**src/rtl/mat_weight_loader_if.sv**
```systemverilog
// Bundle of the loader's request handshake, data-memory read port and matrix-unit write port.
// Weight and memory words are IEEE-754 single-precision bit patterns carried as 32-bit vectors.
interface mat_weight_loader_if #(
    parameter int WIDTH              = 16,
    parameter int DATA_MEM_ADDR_SIZE = 32,
    parameter int WIDTH_ADDR_SIZE    = $clog2(WIDTH)
);
    logic                          start;
    logic                          abort;
    logic [DATA_MEM_ADDR_SIZE-1:0] base_addr;
    logic [7:0]                    stride;
    logic [WIDTH_ADDR_SIZE-1:0]    start_row;
    logic [WIDTH_ADDR_SIZE:0]      row_count;
    logic                          busy;
    logic                          done;
    logic                          err;

    logic [DATA_MEM_ADDR_SIZE-1:0] ctrl_read_addr;
    logic                          ctrl_read_grant;
    logic [DATA_MEM_ADDR_SIZE-1:0] data_mem_read_addr;
    logic [WIDTH-1:0][31:0]        data_mem_data_out;

    logic                          unit_set_weight;
    logic [WIDTH_ADDR_SIZE-1:0]    unit_set_weight_row;
    logic [WIDTH-1:0][31:0]        unit_data_in;

    modport slave (
        input  start, abort, base_addr, stride, start_row, row_count,
        input  ctrl_read_addr, data_mem_data_out,
        output busy, done, err, ctrl_read_grant, data_mem_read_addr,
        output unit_set_weight, unit_set_weight_row, unit_data_in
    );

    modport master (
        output start, abort, base_addr, stride, start_row, row_count,
        output ctrl_read_addr, data_mem_data_out,
        input  busy, done, err, ctrl_read_grant, data_mem_read_addr,
        input  unit_set_weight, unit_set_weight_row, unit_data_in
    );
endinterface

```
**src/rtl/mat_weight_loader.sv**
```systemverilog
// Copies a block of rows from data memory into the matrix unit's weight rows, one row per
// cycle, borrowing the data-memory read port from the controller while it runs.
module mat_weight_loader #(
    parameter int WIDTH              = 16,
    parameter int DATA_MEM_ADDR_SIZE = 32,
    parameter int WIDTH_ADDR_SIZE    = $clog2(WIDTH)
) (
    input logic                clock,
    input logic                reset,
    mat_weight_loader_if.slave bus
);
    typedef enum logic [1:0] {IDLE, LOAD, DRAIN} state_t;

    localparam logic [WIDTH_ADDR_SIZE+1:0] ROW_LIMIT = (WIDTH_ADDR_SIZE+2)'(WIDTH);

    state_t                        state_reg, state_next;
    logic [DATA_MEM_ADDR_SIZE-1:0] addr_reg, addr_next;
    logic [7:0]                    stride_reg, stride_next;
    logic [WIDTH_ADDR_SIZE-1:0]    row_reg, row_next;
    logic [WIDTH_ADDR_SIZE:0]      remaining_reg, remaining_next;
    logic                          strobe_reg, strobe_next;
    logic [WIDTH_ADDR_SIZE-1:0]    unit_row_reg, unit_row_next;
    logic [WIDTH-1:0][31:0]        unit_data_reg, unit_data_next;
    logic                          done_reg, done_next;
    logic                          err_reg, err_next;

    // Range check is one bit wider than row_count so start_row+row_count cannot overflow.
    logic [WIDTH_ADDR_SIZE+1:0]    req_end;
    logic                          req_invalid;

    assign req_end     = {2'b00, bus.start_row} + {1'b0, bus.row_count};
    assign req_invalid = (bus.row_count == '0) || (req_end > ROW_LIMIT);

    always_comb begin
        state_next     = state_reg;
        addr_next      = addr_reg;
        stride_next    = stride_reg;
        row_next       = row_reg;
        remaining_next = remaining_reg;
        unit_row_next  = unit_row_reg;
        unit_data_next = unit_data_reg;
        strobe_next    = 1'b0;
        done_next      = 1'b0;
        err_next       = 1'b0;
        case (state_reg)
            IDLE: begin
                if (bus.start && !bus.abort) begin
                    if (req_invalid) begin
                        err_next = 1'b1;
                    end else begin
                        addr_next      = bus.base_addr;
                        stride_next    = bus.stride;
                        row_next       = bus.start_row;
                        remaining_next = bus.row_count;
                        state_next     = LOAD;
                    end
                end
            end
            LOAD: begin
                if (bus.abort) begin
                    state_next = IDLE;
                end else begin
                    // Row fetched this cycle is presented to the matrix unit next cycle.
                    strobe_next    = 1'b1;
                    unit_row_next  = row_reg;
                    unit_data_next = bus.data_mem_data_out;
                    addr_next      = addr_reg + DATA_MEM_ADDR_SIZE'(stride_reg);
                    row_next       = row_reg + WIDTH_ADDR_SIZE'(1);
                    remaining_next = remaining_reg - (WIDTH_ADDR_SIZE+1)'(1);
                    if (remaining_reg == (WIDTH_ADDR_SIZE+1)'(1)) begin
                        state_next = DRAIN;
                    end
                end
            end
            DRAIN: begin
                state_next = IDLE;
                done_next  = !bus.abort;
            end
            default: begin
                state_next = IDLE;
            end
        endcase
    end

    always_ff @(posedge clock or negedge reset) begin
        if (!reset) begin
            state_reg     <= IDLE;
            addr_reg      <= '0;
            stride_reg    <= '0;
            row_reg       <= '0;
            remaining_reg <= '0;
            strobe_reg    <= 1'b0;
            unit_row_reg  <= '0;
            unit_data_reg <= '0;
            done_reg      <= 1'b0;
            err_reg       <= 1'b0;
        end else begin
            state_reg     <= state_next;
            addr_reg      <= addr_next;
            stride_reg    <= stride_next;
            row_reg       <= row_next;
            remaining_reg <= remaining_next;
            strobe_reg    <= strobe_next;
            unit_row_reg  <= unit_row_next;
            unit_data_reg <= unit_data_next;
            done_reg      <= done_next;
            err_reg       <= err_next;
        end
    end

    assign bus.busy                = (state_reg != IDLE);
    assign bus.ctrl_read_grant     = (state_reg == IDLE);
    assign bus.data_mem_read_addr  = (state_reg == IDLE) ? bus.ctrl_read_addr : addr_reg;
    assign bus.done                = done_reg;
    assign bus.err                 = err_reg;
    assign bus.unit_set_weight     = strobe_reg;
    assign bus.unit_set_weight_row = unit_row_reg;
    assign bus.unit_data_in        = unit_data_reg;
endmodule

```
**src/flat_wrapper.sv**
```systemverilog
// flat-port wrapper written by rule: the top's interface ports become plain ports
module mat_weight_loader_flat 
#(
    parameter int WIDTH              = 16,
    parameter int DATA_MEM_ADDR_SIZE = 32,
    parameter int WIDTH_ADDR_SIZE    = $clog2(WIDTH)
)
  (clock, reset, bus_start, bus_abort, bus_base_addr, bus_stride, bus_start_row, bus_row_count, bus_ctrl_read_addr, bus_data_mem_data_out, bus_busy, bus_done, bus_err, bus_ctrl_read_grant, bus_data_mem_read_addr, bus_unit_set_weight, bus_unit_set_weight_row, bus_unit_data_in);
  mat_weight_loader_if #(.WIDTH(WIDTH), .DATA_MEM_ADDR_SIZE(DATA_MEM_ADDR_SIZE), .WIDTH_ADDR_SIZE(WIDTH_ADDR_SIZE)) bus_i ();
  input logic clock;
  input logic reset;
  input wire logic [$bits(bus_i.start)-1:0] bus_start;
  input wire logic [$bits(bus_i.abort)-1:0] bus_abort;
  input wire logic [$bits(bus_i.base_addr)-1:0] bus_base_addr;
  input wire logic [$bits(bus_i.stride)-1:0] bus_stride;
  input wire logic [$bits(bus_i.start_row)-1:0] bus_start_row;
  input wire logic [$bits(bus_i.row_count)-1:0] bus_row_count;
  input wire logic [$bits(bus_i.ctrl_read_addr)-1:0] bus_ctrl_read_addr;
  input wire logic [$bits(bus_i.data_mem_data_out)-1:0] bus_data_mem_data_out;
  output wire logic [$bits(bus_i.busy)-1:0] bus_busy;
  output wire logic [$bits(bus_i.done)-1:0] bus_done;
  output wire logic [$bits(bus_i.err)-1:0] bus_err;
  output wire logic [$bits(bus_i.ctrl_read_grant)-1:0] bus_ctrl_read_grant;
  output wire logic [$bits(bus_i.data_mem_read_addr)-1:0] bus_data_mem_read_addr;
  output wire logic [$bits(bus_i.unit_set_weight)-1:0] bus_unit_set_weight;
  output wire logic [$bits(bus_i.unit_set_weight_row)-1:0] bus_unit_set_weight_row;
  output wire logic [$bits(bus_i.unit_data_in)-1:0] bus_unit_data_in;
  assign bus_i.start = bus_start;
  assign bus_i.abort = bus_abort;
  assign bus_i.base_addr = bus_base_addr;
  assign bus_i.stride = bus_stride;
  assign bus_i.start_row = bus_start_row;
  assign bus_i.row_count = bus_row_count;
  assign bus_i.ctrl_read_addr = bus_ctrl_read_addr;
  assign bus_i.data_mem_data_out = bus_data_mem_data_out;
  assign bus_busy = bus_i.busy;
  assign bus_done = bus_i.done;
  assign bus_err = bus_i.err;
  assign bus_ctrl_read_grant = bus_i.ctrl_read_grant;
  assign bus_data_mem_read_addr = bus_i.data_mem_read_addr;
  assign bus_unit_set_weight = bus_i.unit_set_weight;
  assign bus_unit_set_weight_row = bus_i.unit_set_weight_row;
  assign bus_unit_data_in = bus_i.unit_data_in;
  mat_weight_loader #(.WIDTH(WIDTH), .DATA_MEM_ADDR_SIZE(DATA_MEM_ADDR_SIZE), .WIDTH_ADDR_SIZE(WIDTH_ADDR_SIZE)) u_core (.clock(clock), .reset(reset), .bus(bus_i));
endmodule
```
**config.mk**
```make
export PLATFORM = sky130hd
export DESIGN_NAME = mat_weight_loader_flat
export DESIGN_NICKNAME = d
export VERILOG_FILES = /design/src/rtl/mat_weight_loader_if.sv /design/src/rtl/mat_weight_loader.sv /design/src/flat_wrapper.sv
export SDC_FILE = /design/constraint.sdc
export NUM_CORES = 1
export LEC_CHECK = 0
export ABC_AREA = 0
export CAP_MARGIN = 20
export CORE_AREA = 8 8 444 446
export CTS_BUF_LIST = sky130_fd_sc_hd__clkbuf_4
export CTS_CLUSTER_SIZE = 40
export DETAILED_ROUTE_END_ITERATION = 10
export DIE_AREA = 0 0 452 454
export GPL_TIMING_DRIVEN = 0
export PLACE_DENSITY = 0.36
export SETUP_SLACK_MARGIN = 0.3
export SYNTH_ARGS = -nofsm -noshare
export SYNTH_HDL_FRONTEND = slang
export SYNTH_SLANG_ARGS = --single-unit
```
**constraint.sdc**
```tcl
create_clock -name clock -period 4.44 [get_ports clock]
set_input_delay 1.332 -clock clock [delete_from_list [all_inputs] [get_ports clock]]
set_output_delay 1.332 -clock clock [all_outputs]
set_load 0.02 [all_outputs]
```
==> results.yml, run 1 <==
run_status:
  outcome: "finished clean"
yosys:
  synth_fp_nets: 2162
  synth_area_um2: 23200
  synth_compound_area_frac: 0.0484
  synthAdderAreaFrac: 0.00983
  synth_xor_xnor_area_share: 0.00227
  yosys.area_share.simple: 0.0302
  yosysTopAreaCellShare: 0.615
  synth_largest_area_cell: "dfrtp_1"
  yosysSeqAreaShare: 0.615
  syn_area_per_cell_um2: 15.0
  synth_warnings: 0
  synth_enable_flop_cells: 0
  synthMuxAreaShare: 0.273
  async_reset_ff_frac: 1.00
  synth_cell_types: 65
  ys_seq_elements: 570
  synth_top_family_by_area: "multiplexers"
  ys_top_cells_by_area: "dfrtp_1 (62%), mux2_2 (27%), buf_2 (1.1%)"
  netlist_instances: 1548
  ys.flop_type: "dfrtp_1"
power:
  ir_drop_uv: 280
  p_per_area_nw_per_um2: 724
  p_leak_nw: 16.1
timing:
  whs_ns: 0.500
  finalCritPeriodShare: 0.885
  max_freq_mhz: 254
  grt_setup_unrepaired: "yes"
  setup_viol: 0
  slew_headroom: 0.381
  fin_skew_ns: 0.0797
  post-route-min-period_ns: 3.93
  slew_viol_final: 0
  worst_pin_slew_ns: 0.927
  finalHoldViolCount: 0
worst_setup_path:
  slowest_stage: "dfrtp_2"
  worstSetupPathType: "reg -> out"
  slowest_delay_ns: 0.42
  path_cells: "nor2_4 -> buf_6 -> clkbuf_8 -> nand2_1 -> o21ai_0 -> dlygate4sd1_1"
  cp-end-kind: "output port"
  critPathTopFamily: "buffers and inverters"
  cp.arrival_ns: 2.60
  crit_buf_inv: 3
  cp-start-kind: "flop"
  worst-path-max-fanout: 10
  crit_required_ns: 3.11
global_route:
  grt_usage: 0.133
  grt_pass1_vias: 20581
  grt-ovfl-total: 0
  grt_pass1_wl_um: 187000
  antenna_found_initial: 50
  grt_start_max_net_pins: 95
detailed_routing:
  first_pass_iters: 5
  first_iter_violations: 911
  wl_um: 143000
  wl_per_cell_um: 25.7
  drtAntennaViolNets: 0
  vias_per_cell: 3.47
  via_count: 19237
  remaining_drc_errors: 0
layout:
  nets: 3511
  largest_reg_flops: 512
  multi_input_area_um2: 8440
  fin_cells: 5549
  finish.utilization: 0.213
  n_fill_cell: 20628
  seq_area_um2: 14300
  drive_gt1_frac: 0.319
  syn2layout_area_growth_pct: 74.1
  final_area_um2: 40300
floorplan:
  dieHeight_um: 454
  initial_utilization: 0.122
  die-area_um2: 205000
  die_x_um: 452
  io_pins: 1150
  coreArea_um2: 190000
  rows: 160
place:
  place_area_um2: 38000
  dp.cells: 5214
  port_buffers: 1148
  place_hpwl_um: 118000
  place_congestion: 0.814
clock_network:
  clk_pin_slew_ns: 0.06
  cts_buffers: 187
  h-tree-depth: 4
  cts_tree: "yes"
  cts_sinks: 570
  cts_buffer_depth: 3
  cts.root.buffer_cell: "clkbuf_4"
  insertion_delay_ns: 1.18
job:
  maxCapViolCount: 0
worst_hold_path:
  hold_class: "reg -> reg"
[placed cells by master (no fill, tap or decap), drive strengths merged, types with 10 or more instances in the layout]
master / n
a21o: 10
mux2: 557
nor2: 31
dfrtp: 570
o21ai: 32
nand2: 28
clkinv: 19
clkdlybuf4s50: 1112
buf: 91
dlygate4sd2: 15
inv: 19
a31oi: 18
ha: 15
a21oi: 35
diode: 31
nand3: 21
clkbuf: 288
nor3: 14
[cell usage after synthesis (all sizes together), types with 7 or more instances]
| library cell | number |
|---|---|
| or2 | 9 |
| clkbuf | 20 |
| nand2 | 28 |
| nor2 | 31 |
| a21o | 10 |
| a31oi | 18 |
| inv | 9 |
| mux2 | 557 |
| o211ai | 9 |
| o2bb2ai | 7 |
| nand3 | 21 |
| nor3 | 14 |
| buf | 69 |
| dfrtp | 570 |
| ha | 15 |
| o21ai | 32 |
| nand4 | 9 |
| a21oi | 35 |
[cell type report]
class | count | share of cell area
multi-input cells | 880 | 0.209
repair buffers | 1160 | 0.289
clock inverters | 32 | 0.00549
well taps | 2511 | 0.0779
clock buffers | 267 | 0.0497
diodes | 31 | 0.00192
inverters | 9 | 0.000837
flip-flops and latches | 570 | 0.354
plain buffers | 89 | 0.0121
[path summary, 6_finish.rpt]
path                                                          start                                        to  slack [ns]  depth (start not counted)
min reg2reg                u_core.bus.unit_data_in[169]$_DFFE_PN0P_  u_core.bus.unit_data_in[169]$_DFFE_PN0P_        0.50                          1
min                        u_core.bus.unit_data_in[169]$_DFFE_PN0P_  u_core.bus.unit_data_in[169]$_DFFE_PN0P_        0.50                          1
max                                 u_core.state_reg[1]$_DFFE_PN0P_                 bus_data_mem_read_addr[5]        0.51                          6
max in group asynchronous                                     reset   u_core.bus.unit_data_in[18]$_DFFE_PN0P_        1.78                          5
max reg2reg                         u_core.state_reg[1]$_DFFE_PN0P_  u_core.bus.unit_data_in[290]$_DFFE_PN0P_        0.91                          8
min in group asynchronous                                     reset           u_core.addr_reg[10]$_DFFE_PN0P_        0.73                          2
[cells by family (layout without fill, tap and decap cells)]
kind of cell | count (synthesis) | in the layout
multiplexers | 562 | 562
flip-flops | 570 | 570
AND/OR/NAND/NOR | 135 | 135
other | 0 | 31
AO/OA/AOI/OAI | 160 | 160
buffers and inverters | 98 | 1557
XOR/XNOR | 6 | 6
adder cells (fa/ha/maj) | 17 | 17
[timing repair]
item | in CTS | in global routing
hold buffers | 1 | 0
hold endpoints to repair | 41 | 0
endpoints found under the setup margin | 35 | 16
resized for setup | 102 | 6
setup buffers | 4 | 0
[routing by layer]
| metal | vias up | part of all wire | global-route usage |
|---|---|---|---|
| li1 | 8465 | - | - |
| met1 | 9622 | 0.37 | 0.145 |
| met2 | 860 | 0.51 | 0.229 |
| met3 | 270 | 0.090 | 0.0579 |
| met4 | 20 | 0.034 | 0.0480 |
| met5 | - | 0.00095 | 0 |
[where the power goes]
part	internal (mW)	switching (mW)	total, mW
Combinational	6.75	7.31	14.1
Clock	2.84	2.67	5.51
Sequential	7.80	1.83	9.63
[metrics by stage]
step	total power [mW]	TNS [ns]	worst slack [ns]
2_1_floorplan	15.4	0	0.727
5_1_grt	30.9	0	0.239
4_1_cts	29.9	0	0.242
6_report	29.2	0	0.510
3_3_place_gp	24.1	-	-28.74
3_5_place_dp	24.0	-73.41	-0.569
Note: power is estimated with default switching activity, not from simulation.
==> run 2, diff against run 1 <==
--- a/config.mk
+++ b/config.mk
@@ -13,8 +13,8 @@
 export DETAILED_ROUTE_END_ITERATION = 10
 export DIE_AREA = 0 0 452 454
 export GPL_TIMING_DRIVEN = 0
-export PLACE_DENSITY = 0.36
-export SETUP_SLACK_MARGIN = 0.3
+export PLACE_DENSITY_LB_ADDON = 0.08
+export SETUP_SLACK_MARGIN = 0.15
 export SYNTH_ARGS = -nofsm -noshare
 export SYNTH_HDL_FRONTEND = slang
 export SYNTH_SLANG_ARGS = --single-unit
==> run 2 against run 1 <==
Against the previous run:
- sequential cell count unchanged
- clock-buffer cell count is 12 higher
- die area stayed put
- cell area is 0.28% higher
- via count shrank 0.32%
- critical endpoint is now bus_data_mem_read_addr[18]
- largest power group unchanged
==> results.yml, run 2 (synthesized netlist as in run 1, its figures left out) <==
layout:
  syn2layout_area_growth_pct: 74.5
  largest_reg_flops: 512
  fin_cells: 5581
  layout_common_cells: "clkdlybuf4s50_1 (1113), dfrtp_1 (568), mux2_2 (552)"
  final_common_cell: "clkdlybuf4s50_1"
  drive_gt1_frac: 0.319
  nets: 3517
  final_area_um2: 40500
floorplan:
  io_pins: 1150
  coreArea_um2: 190000
  die-area_um2: 205000
  initial_utilization: 0.122
  die_x_um: 452
  dieHeight_um: 454
  rows: 160
worst_setup_path:
  rrSetupSlack_ns: 1.21
  worstSetupPathType: "reg -> out"
  cp.arrival_ns: 2.69
  cp-start-kind: "flop"
  r2r-start: "u_core.state_reg[1]$_DFFE_PN0P_"
  r2r-end: "u_core.bus.unit_data_in[461]$_DFFE_PN0P_"
  cp-end-kind: "output port"
  worst-path-max-fanout: 10
  crit_required_ns: 3.11
  reg2reg_depth: 7
timing:
  finalCritPeriodShare: 0.907
  slew_headroom: 0.305
  grt_setup_unrepaired: "yes"
  setup_viol: 0
  slew_viol_final: 0
  post-route-min-period_ns: 4.03
  worst_pin_slew_ns: 1.04
  fin_skew_ns: 0.0712
  finalSetupTns_ns: 0
  max_freq_mhz: 248
  finalHoldViolCount: 0
power:
  total_power_mw: 28.9
  p_leak_nw: 16.1
  intPower_mw: 17.6
  combPwrFrac: 0.479
  ir_drop_uv: 287
  p_sw_mw: 11.3
  clkPwrFrac: 0.195
  seqPwrFrac: 0.326
  p_sw_frac: 0.392
  p_per_area_nw_per_um2: 714
worst_hold_path:
  hold_start: "u_core.bus.unit_data_in[68]$_DFFE_PN0P_"
  hold_class: "reg -> reg"
  min_path_cells: 1
  min_to: "u_core.bus.unit_data_in[68]$_DFFE_PN0P_"
run_status:
  outcome: "finished clean"
clock_network:
  cts_tree: "yes"
  cts.root.buffer_cell: "clkbuf_4"
  clk_pin_slew_ns: 0.06
  cts_buffers: 191
  insertion_delay_ns: 1.14
  h-tree-depth: 4
  cts_sinks: 570
  cts_buffer_depth: 3
global_route:
  grt_pass1_vias: 21740
  grt_usage: 0.123
  grt-ovfl-total: 0
  grt_start_max_net_pins: 106
  antenna_found_initial: 63
  grt_pass1_wl_um: 178000
job:
  maxCapViolCount: 0
place:
  place_congestion: 0.783
  place_hpwl_um: 105000
  place_area_um2: 38000
  port_buffers: 1148
  dp.cells: 5214
detailed_routing:
  first_pass_iters: 5
  vias_per_cell: 3.44
  drtAntennaViolNets: 0
  first_iter_violations: 711
  remaining_drc_errors: 0
  wl_um: 131000
  via_count: 19176
  wl_per_cell_um: 23.4
## run 2: layer usage
metal	GRT usage	vias up	part of all wire
met5	0	-	0.0017
met2	0.221	894	0.53
met3	0.0635	268	0.10
li1	-	8481	-
met1	0.118	9497	0.34
met4	0.0504	36	0.034
## run 2: how the worst max path moves through the flow
stage,slack (ns),depth (start not counted),startpoint,to
final,0.41,5,u_core.state_reg[1]$_DFFE_PN0P_,bus_data_mem_read_addr[18]
after global routing,0.10,5,u_core.state_reg[1]$_DFFE_PN0P_,bus_data_mem_read_addr[15]
after CTS,0.01,6,u_core.state_reg[1]$_DFFE_PN0P_,bus_data_mem_read_addr[28]
after detailed placement,-0.39,8,bus_abort,u_core.bus.unit_data_in[466]$_DFFE_PN0P_
after global placement,-26.78,1,reset,u_core.bus.unit_data_in[240]$_DFFE_PN0P_
after floorplan,0.73,9,bus_row_count[0],u_core.addr_reg[2]$_DFFE_PN0P_
## run 2: worst max-delay path: stages, from the launching register on
cell and delay (ns):
dfrtp_2 0.44, nor2_4 0.13, buf_4 0.13, buf_4 0.18, mux2_2 0.35, dlygate4sd2_1 0.32
## run 2: area by class of cell
class                      instances  area, µm²
antenna                           36       90.1
buffer                            89        485
clock buffer                     279       2090
clock inverter                    45        267
fill                           20376     149000
inverter                           9       33.8
multi-input combinational        880       8440
sequential                       570      14300
tap                             2511       3140
timing repair buffer            1162      11600
## run 2: what timing repair did
action	4_1_cts	5_1_grt
hold endpoints to repair	37	0
cloned	0	0
endpoints found under the setup margin	34	15
pin swaps	1	1
hold buffers	1	0
buffers inserted	4	2
resized for setup	99	23
## run 2: stage by stage
step	util	hold slack, ns	setup slack, ns
after floorplan	-	0.481	0.727
after global placement	0.199	0.491	-26.78
after detailed placement	0.200	0.494	-0.386
after CTS	0.213	0.445	0.0123
after global routing	0.213	0.517	0.101
final	0.213	0.501	0.413
## run 2: power groups by stage
stage,Combinational (mW),Sequential (mW),Clock (mW)
4_1_cts,14.2,9.46,6.08
5_1_grt,14.6,9.82,6.34
2_1_floorplan,3.23,12.2,0
3_5_place_dp,14.2,9.49,0
6_report,13.8,9.41,5.65
3_3_place_gp,14.2,9.51,0
